`src/rtl/imm_ext_pipe.sv`:
```
// Immediate-extension stage: widens an IN_W-bit immediate according to MODE and
// queues the result in a 2-entry valid/ready buffer that decouples decode from execute.
module imm_ext_pipe #(
  parameter int IN_W  = 20,
  parameter int OUT_W = 32
) (
  input  logic             CLK,
  input  logic             RST,
  input  logic             IN_VALID,
  output logic             IN_READY,
  input  logic [IN_W-1:0]  IN,
  input  logic [1:0]       MODE,
  output logic             OUT_VALID,
  input  logic             OUT_READY,
  output logic [OUT_W-1:0] OUT,
  output logic [1:0]       OUT_MODE
);

  localparam int PAD_W = OUT_W - IN_W;

  typedef enum logic [1:0] {
    MODE_ZERO   = 2'd0,
    MODE_SIGN   = 2'd1,
    MODE_UPPER  = 2'd2,
    MODE_BRANCH = 2'd3
  } mode_e;

  function automatic logic signed [OUT_W-1:0] extend(input logic [IN_W-1:0] imm,
                                                     input logic [1:0]      md);
    logic signed [OUT_W-1:0] sext;
    sext = {{PAD_W{imm[IN_W-1]}}, imm};
    case (mode_e'(md))
      MODE_ZERO:   extend = {{PAD_W{1'b0}}, imm};
      MODE_SIGN:   extend = sext;
      MODE_UPPER:  extend = {imm, {PAD_W{1'b0}}};
      default:     extend = sext <<< 2;
    endcase
  endfunction

  // Stage p0: combinational extension of the presented immediate
  logic signed [OUT_W-1:0] ext_p0;
  logic        [1:0]       mode_p0;

  assign ext_p0  = extend(IN, MODE);
  assign mode_p0 = MODE;

  // Stage p1: two-entry buffer, head drives the outputs
  logic signed [OUT_W-1:0] head_p1;
  logic        [1:0]       head_mode_p1;
  logic signed [OUT_W-1:0] tail_p1;
  logic        [1:0]       tail_mode_p1;
  logic        [1:0]       cnt_p1;
  logic                    push;
  logic                    pop;

  assign IN_READY  = (cnt_p1 != 2'd2);
  assign OUT_VALID = (cnt_p1 != 2'd0);
  assign push      = IN_VALID && IN_READY;
  assign pop       = OUT_VALID && OUT_READY;
  assign OUT       = head_p1;
  assign OUT_MODE  = head_mode_p1;

  always_ff @(posedge CLK) begin
    if (RST) begin
      cnt_p1       <= 2'd0;
      head_p1      <= '0;
      head_mode_p1 <= 2'd0;
    end else begin
      case ({push, pop})
        2'b10: begin
          if (cnt_p1 == 2'd0) begin
            head_p1      <= ext_p0;
            head_mode_p1 <= mode_p0;
          end
          cnt_p1 <= cnt_p1 + 2'd1;
        end
        2'b01: begin
          // Popping the last entry leaves the stale head in place rather than clearing it.
          if (cnt_p1 == 2'd2) begin
            head_p1      <= tail_p1;
            head_mode_p1 <= tail_mode_p1;
          end
          cnt_p1 <= cnt_p1 - 2'd1;
        end
        2'b11: begin
          // Only reachable with one entry: the new word replaces the departing head.
          head_p1      <= ext_p0;
          head_mode_p1 <= mode_p0;
        end
        default: ;
      endcase
    end
  end

  always_ff @(posedge CLK) begin
    if (push && !pop && cnt_p1 == 2'd1) begin
      tail_p1      <= ext_p0;
      tail_mode_p1 <= mode_p0;
    end
  end

endmodule

```
`config.mk`:
```
export PLATFORM = sky130hd
export DESIGN_NAME = imm_ext_pipe
export DESIGN_NICKNAME = d
export VERILOG_FILES = /design/src/rtl/imm_ext_pipe.sv
export SDC_FILE = /design/constraint.sdc
export NUM_CORES = 1
export LEC_CHECK = 0
export ABC_AREA = 1
export CAP_MARGIN = 15
export CORE_MARGIN = 2
export CORE_UTILIZATION = 57
export DETAILED_ROUTE_END_ITERATION = 16
export HOLD_SLACK_MARGIN = 0.12
export PLACE_DENSITY_LB_ADDON = 0.12
export SLEW_MARGIN = 30
export SYNTH_ARGS = -nofsm -noshare
export SYNTH_HDL_FRONTEND = slang
export SYNTH_SLANG_ARGS = --single-unit
```
`constraint.sdc`:
```
create_clock -name CLK -period 5.45 [get_ports CLK]
set_clock_uncertainty 0.05 [all_clocks]
set_input_delay 1.09 -clock CLK [delete_from_list [all_inputs] [get_ports CLK]]
set_output_delay 1.09 -clock CLK [all_outputs]
set_load 0.05 [all_outputs]
```
# After elaboration in Yosys (flattened, before gate mapping)
# Cells that the tools add are included.
[classes]
addsub = 2
n_eq_ne = 10
mux = 8
n_reduce_logical = 11
[ops]
columns = ["op", "n"]
rows = [
  ["$pmux W32 S3", 2],
  ["$mux W32", 2],
  ["$eq A2 B2 Y1 const B", 4],
  ["$eq A2 B1 Y1 const B", 3],
  ["$ne A2 B2 Y1 const B", 3],
  ["$pmux W2 S3", 1],
  ["$logic_and A1 B1 Y1", 4],
  ["$logic_not A2 Y1", 2],
  ["$mux W2", 2],
  ["$pmux W2 S2", 1],
  ["$reduce_bool A2 Y1", 2],
  ["$reduce_and A3 Y1", 1],
  ["$reduce_bool A3 Y1", 1],
  ["$add A2 B1 Y2 const B", 1],
  ["$sub A2 B1 Y2 const B", 1],
  ["$logic_not A1 Y1", 1],
]
[word_totals]
ff_bits = 70
in_bits = 26
output_inout_bits = 36
word_cells = 36

# Logic depth before layout (Yosys ltp)
[depth]
depth_word = 5
ltp_mapped = 12
ltp_nobuf = 11

# Least setup slack after synthesis
# No wires, ideal clock.
[synth_timing]
kind = "in2reg"
startpoint = "input IN_VALID"
endpoint = "register tail_mode_p1[0] (enable)"
setup_ns = 0.389
t_arrival_ns = 2.143
required_time_ns = 5.011
slack_ns = 2.868
stages = 5
n_path_buf = 0
path_cell_list = "nand2_2 -> inv_1 -> ha_1 -> nand2_1 -> inv_1"
[synth_between]
elab_chain_cells = 3
[synth_lines]
columns = ["element", "line_no", "rtl"]
rows = [
  ["start, declared", "9", "input logic IN_VALID,"],
  ["$logic_and A1 B1 Y1", "58", "assign push = IN_VALID && IN_READY;"],
  ["$logic_and A1 B1 Y1 (2 in a row)", "96", "if (push && !pop && cnt_p1 == 2'd1) begin"],
  ["end signal, assigned", "98", "tail_mode_p1 <= mode_p0;"],
  ["end, declared", "51", "logic [1:0] tail_mode_p1;"],
]
# Every way passes these cells.
# A chain may end at the register's enable or synchronous reset.

# Worst setup path after layout
[layout_timing]
startpoint = "input OUT_READY"
endpoint = "register head_p1[31], in the netlist OUT[31]"
[layout_between]
elab_chain_cells = 4
elab_cells_between_ends = 9
cone_classes = "eq/ne (5); mux (1); reduce/logical (3)"
[layout_lines]
columns = ["element", "line_no", "rtl"]
rows = [
  ["start, declared", "14", "input logic OUT_READY,"],
  ["$logic_and A1 B1 Y1 *", "59", "assign pop = OUT_VALID && OUT_READY;"],
  ["$eq A2 B1 Y1 / $eq A2 B2 Y1 (equally long branches)", "69", "case ({push, pop})"],
  ["$ne A2 B2 Y1 (no line) / $reduce_bool A3 Y1 (equally long branches)", "-", ""],
  ["$reduce_and A3 Y1 (no line)", "-", ""],
  ["end signal, assigned", "72", "head_p1 <= ext_p0;"],
  ["end signal, assigned", "80", "head_p1 <= tail_p1;"],
  ["end signal, assigned", "87", "head_p1 <= ext_p0;"],
  ["end, declared", "48", "logic signed [OUT_W-1:0] head_p1;"],
]
# Every way passes the cells marked *; elsewhere a longest branch is shown, timed or not.

==> impl_results.rst <==
.. list-table::
   :header-rows: 1

   * - Metric
     - Value
   * - Static Leak
     - 1.86 nW
   * - # H-tree levels
     - 3
   * - Post-CTS setup buffer count
     - 0
   * - Remaining DRCs
     - 0
   * - Multi-input gate area in the final layout
     - 1440 um^2
   * - Master cell of the clock root buffer
     - clkbuf_8
   * - Reported max-cap violation count
     - 0
   * - Core outline area
     - 5960 um^2
   * - Critical path's slowest cell
     - nand2_2
   * - Average cell area after synthesis
     - 7.66 um^2
   * - Data required, critical path
     - 5.64 ns
   * - Number of antenna-violating nets in the routed design
     - 0
   * - Final GP Congestion
     - 0.826
   * - Fraction of the core area covered by cells at the end of the flow
     - 0.718
   * - Clock tree from TritonCTS
     - built
   * - Final Max Tran Viols
     - 0
   * - Area overhead of the layout relative to synthesis
     - 20.6%
   * - Grt total ovfl
     - 0
   * - Bufs and invs on worst path
     - 3
   * - Headroom to the max-slew limit
     - 0.554
   * - Synthesized cell area
     - 3550 um^2
   * - Worst Setup Slack, final
     - 2.25 ns
   * - Fillers
     - 491
   * - Total Routing Usage GR
     - 0.246
   * - Count of synthesis-stage warnings from yosys
     - 0
   * - Maximum root-to-sink buffer count
     - 2
   * - Share of synthesized cell area in full adder, half adder and majority cells
     - 0.0176
   * - CTS buffer count
     - 9
   * - Antenna violations before repair
     - 0
   * - Die Wd
     - 82.9 um
   * - Launching element type of the critical path
     - input pin
   * - Routed WL per cell
     - 13.9 um
   * - Worst-Margin Slew
     - 0.667 ns
   * - Detail-routed via count per cell
     - 5.43
   * - DP Wirelength
     - 5340 um
   * - Highest clock frequency the design can meet
     - 312 MHz
   * - Row Count
     - 28
   * - CP top delay family
     - simple AND/OR/NAND/NOR gates
   * - Die Outline Area
     - 6870 um^2
   * - Overall routed net length
     - 8180 um
   * - Initial standard-cell utilization of the core
     - 0.596
   * - Syn Nets
     - 494
   * - Hold bufs inserted after CTS
     - 0
   * - Placement-stage worst setup slack
     - 1.89 ns
   * - Post-synthesis cell type count
     - 22
   * - Type of the most critical hold path
     - register to register
   * - Clock latency reported for the late side of the worst-skew pair
     - 0.34 ns
   * - Gate count after technology mapping
     - 463
   * - Outcome
     - completed
   * - Largest fanout of any net on the critical path
     - 36
   * - Post-CTS resize count
     - 0
   * - Share of post-route cells with drive strength above 1
     - 0.0661
   * - Total Nets Final
     - 540
   * - Compound-gate portion of the synthesized area
     - 0.0607
   * - Setup_tns
     - 0 ns
   * - Sinks on the clock net
     - 70
   * - Number of register bits inferred by synthesis
     - 70
   * - Worst path max stage delay
     - 0.50 ns
   * - Clk slew on worst S/H paths
     - 0.08 ns
   * - N_diodes
     - 0
   * - I/O pin count
     - 62
   * - Final hold vios
     - 0
   * - Startpoint-to-endpoint class of the critical path
     - input pin to register
   * - Post-route cell area
     - 4280 um^2
   * - Initial drt markers
     - 410
   * - Total power divided by cell area
     - 529 nW/um^2
   * - Sequential fraction of the synthesis area
     - 0.491
   * - Endpoints failing setup
     - 0
   * - Total vias in the final route
     - 3196
   * - Setup repair after global routing missed its margin
     - no
   * - Chip height
     - 82.9 um
   * - Sequential cell area
     - 1740 um^2
   * - Share of the synthesized netlist area taken by xor and xnor gates
     - 0.00247
   * - Critical Path End Type
     - register
   * - Global-route wire length before repair
     - 13800 um
   * - Worst EP arrival
     - 3.39 ns
   * - Iteration count of the initial detailed-routing pass
     - 5
   * - Via count of the first global-routing pass
     - 2925
   * - Critical-path cell list
     - clkdlybuf4s50_1 -> inv_1 -> nor2_1 -> inv_1 -> ha_1 -> nand2_2 -> nand2_4 -> o21ai_0 -> nor2_1
   * - Synthesized-area fraction occupied by and/or/nand/nor cells
     - 0.326
   * - Pin count of the biggest net entering global routing
     - 37
   * - Largest family of logic cells by synthesized area
     - simple AND/OR/NAND/NOR gates
   * - Share of the cycle needed by the critical path after routing
     - 0.588
   * - Post-place instance area
     - 4090 um^2
   * - Proportion of synthesized area in mux cells
     - 0
   * - Port bufs
     - 61
   * - Minimum clock period after layout
     - 3.20 ns
   * - Max IR drop VDD
     - 0.000311 V
## tightest hold or removal path: stages, from the launching register on
cell	delay, ns
dfxtp_1	0.35
a21oi_1	0.05
nor2_1	0.09
## flip-flops by register name, indices dropped and copies added (netlist names)
name	flops
OUT_MODE	2
tail_mode_p1	2
OUT	32
cnt_p1	2
tail_p1	32
## cells in the mapped netlist, drive strengths merged
library cell | instances | area (um^2)
nand2 | 148 | 581
edfxtp | 34 | 1020
nand3 | 82 | 425
nor2 | 40 | 150
ha | 5 | 62.6
o21a | 1 | 7.51
inv | 46 | 173
a21oi | 34 | 178
buf | 26 | 175
o21ai | 6 | 30.0
clkinv | 1 | 3.75
xor2 | 1 | 8.76
dfxtp | 36 | 721
clkbuf | 3 | 11.3
## stage by stage
stage | hold WS (ns) | power, W | std cells
after global routing | 0.499 | 0.00240 | 589
after CTS | 0.461 | 0.00227 | 589
after detailed placement | 0.442 | 0.00185 | 573
after global placement | 0.429 | 0.00183 | 573
final | 0.462 | 0.00226 | 589
after floorplan | 0.411 | 0.00157 | 463
## cell type report
class	count	area share
clock buffer	11	0.0331
clock inverter	5	0.0114
inverter	47	0.0412
multi-input combinational	317	0.337
sequential	70	0.407
tap	75	0.0219
timing repair buffer	64	0.148
## power by group
| group | internal, W | switching [W] |
|---|---|---|
| sequential | 0.000696 | 0.0000582 |
| clock | 0.000220 | 0.000193 |
| combinational | 0.000342 | 0.000753 |
## per-layer routing
metal,wire length [um],global-route usage,up-vias
met5,0,0,-
met4,148,0.112,0
met3,635,0.0408,14
met2,3870,0.381,155
met1,3520,0.339,1447
li1,-,-,1580
## worst paths after layout
path,end,slack (ns),cells past startpoint,start
min,OUT[1],0.46,2,OUT[1]
max reg2reg,OUT[31],2.80,9,cnt_p1[0]
min reg2reg,OUT[1],0.46,2,OUT[1]
max,OUT[31],2.25,9,OUT_READY
## cells by family after synthesis
| family | count (synthesis) |
|---|---|
| xor gates and xnor gates | 1 |
| and+or+nand+nor | 270 |
| AOI/OAI and AO/OA | 41 |
| buffers and inverters | 76 |
| adders and majority gates | 5 |
| DFF | 70 |
## layout by cell type (no fill, tap or decap)
cell type / netlist / routed
a21oi_1: 32 / 32
a21oi_2: 2 / 2
buf_4: 3 / 3
bufinv_16: 0 / 1
clkbuf_1: 3 / 1
clkbuf_8: 0 / 10
clkdlybuf4s50_1: 0 / 61
clkinv_1: 1 / 2
clkinv_2: 0 / 3
dfxtp_1: 36 / 36
edfxtp_1: 34 / 34
ha_1: 5 / 5
inv_1: 42 / 40
inv_2: 4 / 6
nand2_1: 142 / 142
nand2_2: 4 / 4
nand2_4: 2 / 2
nand3_1: 79 / 79
nand3_2: 3 / 3
nor2_1: 40 / 40
o21a_1: 1 / 1
o21ai_0: 4 / 4
o21ai_1: 2 / 2
xor2_1: 1 / 1
Note: power is estimated with default switching activity, not from simulation.
